==> src/rtl/regfile_wb_arbiter.sv <==
// Round-robin writeback arbiter for the integer regfile write port, plus the
// per-register pending-write scoreboard that issue uses for RAW/WAW stalls.
module regfile_wb_arbiter #(
  parameter int NREQ = 3,
  parameter int XLEN = 32
) (
  input  logic                 clk,
  input  logic                 rst,
  input  logic [NREQ-1:0]      req_valid,
  input  logic [5*NREQ-1:0]    req_rd_s,
  input  logic [XLEN*NREQ-1:0] req_rd_v,
  output logic [NREQ-1:0]      req_ready,
  input  logic                 wb_stall,
  input  logic                 alloc_valid,
  input  logic [4:0]           alloc_rd_s,
  output logic                 regf_we,
  output logic [4:0]           rd_s,
  output logic [XLEN-1:0]      rd_v,
  output logic [31:0]          reg_busy,
  output logic                 sb_err
);
  localparam int PW = (NREQ > 1) ? $clog2(NREQ) : 1;

  logic [PW-1:0]   rr_ptr;
  logic            gnt_any;
  logic [PW-1:0]   gnt_idx;
  logic [4:0]      wb_rd;
  logic [XLEN-1:0] wb_v;
  logic            wr_live, alloc_live, clr_hit, alloc_err, wb_err;
  logic [31:0]     busy_nxt;

  // First valid requester scanning upward from rr_ptr, wrapping at NREQ.
  always_comb begin
    int idx;
    idx       = 0;
    gnt_any   = 1'b0;
    gnt_idx   = '0;
    req_ready = '0;
    for (int k = 0; k < NREQ; k++) begin
      idx = int'(rr_ptr) + k;
      if (idx >= NREQ) idx = idx - NREQ;
      if (!gnt_any && req_valid[idx]) begin
        gnt_any = 1'b1;
        gnt_idx = PW'(idx);
      end
    end
    if (rst || wb_stall) gnt_any = 1'b0;
    if (gnt_any) req_ready[gnt_idx] = 1'b1;
  end

  assign wb_rd      = req_rd_s[5*gnt_idx +: 5];
  assign wb_v       = req_rd_v[XLEN*gnt_idx +: XLEN];
  assign wr_live    = gnt_any && (wb_rd != 5'd0);
  assign alloc_live = alloc_valid && (alloc_rd_s != 5'd0);
  assign clr_hit    = wr_live && (wb_rd == alloc_rd_s);
  // Re-allocating a register whose producer retires this very cycle is legal.
  assign alloc_err  = alloc_live && reg_busy[alloc_rd_s] && !clr_hit;
  assign wb_err     = wr_live && !reg_busy[wb_rd];

  always_comb begin
    busy_nxt = reg_busy;
    if (wr_live)    busy_nxt[wb_rd]      = 1'b0;
    if (alloc_live) busy_nxt[alloc_rd_s] = 1'b1;
    busy_nxt[0] = 1'b0;
  end

  always_ff @(posedge clk) begin
    if (rst) begin
      regf_we  <= 1'b0;
      rd_s     <= '0;
      rd_v     <= '0;
      reg_busy <= '0;
      rr_ptr   <= '0;
      sb_err   <= 1'b0;
    end else begin
      regf_we  <= wr_live;
      reg_busy <= busy_nxt;
      if (alloc_err || wb_err) sb_err <= 1'b1;
      if (gnt_any) begin
        rd_s   <= wb_rd;
        rd_v   <= wb_v;
        rr_ptr <= (gnt_idx == PW'(NREQ-1)) ? '0 : gnt_idx + 1'b1;
      end
    end
  end
endmodule

==> config.mk <==
export PLATFORM = sky130hd
export DESIGN_NAME = regfile_wb_arbiter
export DESIGN_NICKNAME = d
export VERILOG_FILES = /design/src/rtl/regfile_wb_arbiter.sv
export SDC_FILE = /design/constraint.sdc
export NUM_CORES = 1
export LEC_CHECK = 0
export CORE_MARGIN = 3
export CORE_UTILIZATION = 43
export DETAILED_ROUTE_END_ITERATION = 12
export GPL_TIMING_DRIVEN = 0
export MAX_ROUTING_LAYER = met4
export PLACE_DENSITY = 0.86
export SYNTH_ARGS = -nofsm -noshare
export SYNTH_HDL_FRONTEND = slang
export SYNTH_SLANG_ARGS = --single-unit
==> constraint.sdc <==
create_clock -name clk -period 3.6 [get_ports clk]
set_input_delay 0.36 -clock clk [delete_from_list [all_inputs] [get_ports clk]]
set_output_delay 0.36 -clock clk [all_outputs]
set_load 0.005 [all_outputs]
==> results.json <==
{
  "power.net_switching_uw": 1060,
  "clock_skew_ns": 0.00661,
  "synth_seq_cells": 72,
  "cp_common_cell": "buf_6",
  "gp_congestion": 0.997,
  "cts_tree": "yes",
  "multiInputGateArea_um2": 2830,
  "cts_buffers": 9,
  "cellPowerDensity_nw_per_um2": 419,
  "grt_pass1_wl_um": 27600,
  "ff_latch_area_um2": 1440,
  "max_cap_viol_count": 0,
  "worstPathCellList": "inv_1 -> ha_2 -> buf_6 -> a22o_1 -> a222oi_1 -> buf_4 -> a31oi_4 -> buf_8 -> buf_6 -> and3_1 -> clkdlybuf4s50_1",
  "drtAntennaViolNets": 0,
  "wl_um": 18200,
  "p_clk_share_pct": 22.5,
  "synth_top_area_cell": "dfxtp_1",
  "firstDrtPassIters": 5,
  "clockBufferDepth": 2,
  "seq_area_frac_synth_pct": 32.4,
  "syn_nets": 690,
  "routedWlPerCell_um": 20.1,
  "grt_usage_pct": 31.1,
  "globalRouteOverflowTotal": 0,
  "ir_drop_mv": 0.197,
  "dieArea_um2": 11600,
  "clk_pin_slew_worst_paths_ns": 0.08,
  "reg2reg_from": "rr_ptr[0]",
  "die_w_um": 108,
  "synth.distinct_cells": 65,
  "setup.worst_path.start": "rr_ptr[0]",
  "drt_iter0_drc": 560,
  "cts_sinks": 72,
  "clockRootBuffer": "clkbuf_8",
  "num_vias": 5399,
  "hold_viol_final": 0,
  "hpwl_um": 14000,
  "leakage_uw": 0.00254,
  "max_stage_delay_ns": 0.46,
  "die-height_um": 108,
  "fin_crit_sh_pct": 97.5,
  "path_max_fanout": 19,
  "synth_enable_flop_cells": 0,
  "slowest_stage": "clkdlybuf4s50_1",
  "htreeDepth": 3,
  "p_comb_share_pct": 45.3,
  "io_pins": 197,
  "holdCritPathClass": "register to register",
  "synth-main-ff-cell": "dfxtp_1",
  "finalCriticalPeriod_ns": 3.51,
  "end_kind": "output pin",
  "yosysTopAreaCellShare_pct": 32.4,
  "synth-async-reset-ratio_pct": 0,
  "hold_slack_ns": 0.483,
  "slew_headroom_pct": 46.6,
  "hp-start": "rr_ptr[0]",
  "drive_gt1_share_pct": 8.40,
  "internal_power_uw": 1810,
  "fin_util_pct": 69.0,
  "io_buffers": 193,
  "worst_slew_pin_slew_ns": 0.798,
  "rr_worst_depth": 14,
  "whs_path_depth": 2,
  "start_util_pct": 44.9,
  "crit_path_start_kind": "register",
  "setup_violations": 0,
  "grt_pass1_vias": 5348,
  "critical_path_arrival_ns": 3.15,
  "synthCells": 564,
  "synth_warnings": 0,
  "max_freq_ghz": 0.285,
  "fill_cells": 814,
  "drc_errors": 0,
  "setup.worst_path.class": "register to output pin",
  "grt_max_degree": 20,
  "n_antenna_cell": 0,
  "status": "complete, no violations",
  "clock_insertion_delay_worst_skew_ns": 0.34,
  "core_um2": 9910,
  "synthToLayoutAreaGrowth_pct": 53.8,
  "final_nets": 896,
  "slew_viol_final": 0,
  "p_seq_share_pct": 32.2,
  "syn_area_um2": 4450,
  "viasPerCell": 5.95,
  "synth_area_leaders": "dfxtp_1 32%, mux2i_1 8.8%, a21oi_1 8.2%",
  "critPathRequiredTime_ns": 3.24,
  "p_sw_share_pct": 37.0,
  "rows": 36,
  "antenna_found_initial": 0,
  "syn_area_per_cell_um2": 7.89
}
[flip-flops by register name, summed over array words and instances, names as in the netlist]
signal and count:
rd_v 32, sb_err 1, regf_we 1, reg_busy 31
rr_ptr 2, rd_s 5
[through the flow]
step	area, um^2	setup slack [ns]	power (uW)	std cells	setup TNS [ns]
after floorplan	4450	0.395	1620	564	0
after global placement	6550	-0.435	2120	890	-4.86
after detailed placement	6550	-0.555	2150	890	-9.11
after CTS	6770	-0.00516	2800	904	-0.00516
after global routing	6840	-0.0838	2990	907	-0.578
final	6840	0.0916	2870	907	0
[power by group through the flow]
stage	sequential (uW)	clock, uW	combinational [uW]
floorplan	938	0	684
global placement	937	0	1190
detailed placement	940	0	1210
CTS	923	641	1230
global route	931	675	1380
finish	925	645	1300
[logic make-up (layout without fill, tap and decap cells)]
group	count (synthesis)	count (layout)	synth area share [%]
buf+inv	54	264	5.09
other cells	1	1	0.0843
compound gates	184	184	26.8
xor+xnor	5	5	0.984
simple gates	189	189	18.5
fa+ha+maj	3	3	0.844
mux	56	56	15.4
flops	72	72	32.4
[worst max-delay path, delay by kind of cell (launching register included)]
family | cells | cell delay (ns)
simple gates | 1 | 0.21
compound gates | 3 | 0.76
flops | 1 | 0.37
fa+ha+maj | 1 | 0.19
buf+inv | 6 | 1.26
[placed cells by master, fill, tap and decap left out, drive strengths merged, types with 9 or more instances in the layout]
| master | count |
|---|---|
| clkdlybuf4s50 | 192 |
| nor2 | 82 |
| a21oi | 74 |
| dfxtp | 72 |
| nand2 | 60 |
| mux2i | 39 |
| clkbuf | 37 |
| o21ai | 36 |
| a211oi | 25 |
| buf | 20 |
| nand3 | 13 |
| inv | 11 |
| a221oi | 10 |
| mux4 | 9 |
[path summary, 6_finish.rpt]
check,end,slack [ns]
setup / recovery,req_ready[0],0.09
setup reg to reg,reg_busy[17],0.11
hold reg to reg,rr_ptr[0],0.48
hold / removal,rr_ptr[0],0.48
[synth_stat cells, types with 4 or more instances]
cell type,count
xnor2_1,4
nand3_1,13
nor3_1,4
nand2b_1,5
mux4_2,9
buf_2,4
a21oi_1,73
dfxtp_1,72
and3_1,5
mux2_2,8
a211oi_1,25
buf_1,9
and2_1,4
clkbuf_1,27
nor2_1,81
nand2_1,60
inv_1,10
o21ai_0,33
mux2i_1,39
nor2b_1,4
a221oi_1,10
[layout make-up]
type,count,share of cell area (%)
Multi-Input combinational cell,438,41.3
Clock buffer,11,2.07
Clock inverter,4,0.786
Inverter,11,0.604
Buffer,40,3.00
Tap cell,133,2.43
Sequential cell,72,21.1
Timing Repair Buffer,198,28.7
[per-layer routing]
metal	vias up	global-route usage, %	share of wire, %
met5	-	-	0
met4	0	14.6	3.6
met2	319	50.4	48
li1	2469	-	-
met1	2561	38.6	40
met3	50	4.26	7.4
[timing repair]
action / in CTS / in global routing
hold buffers: 0 / 0
pin swaps: 2 / 2
gates cloned: 0 / 0
setup buffers: 1 / 4
resized for setup: 13 / 20
setup endpoints to repair: 44 / 29
No activity file was read; power rests on OpenSTA's default activity.
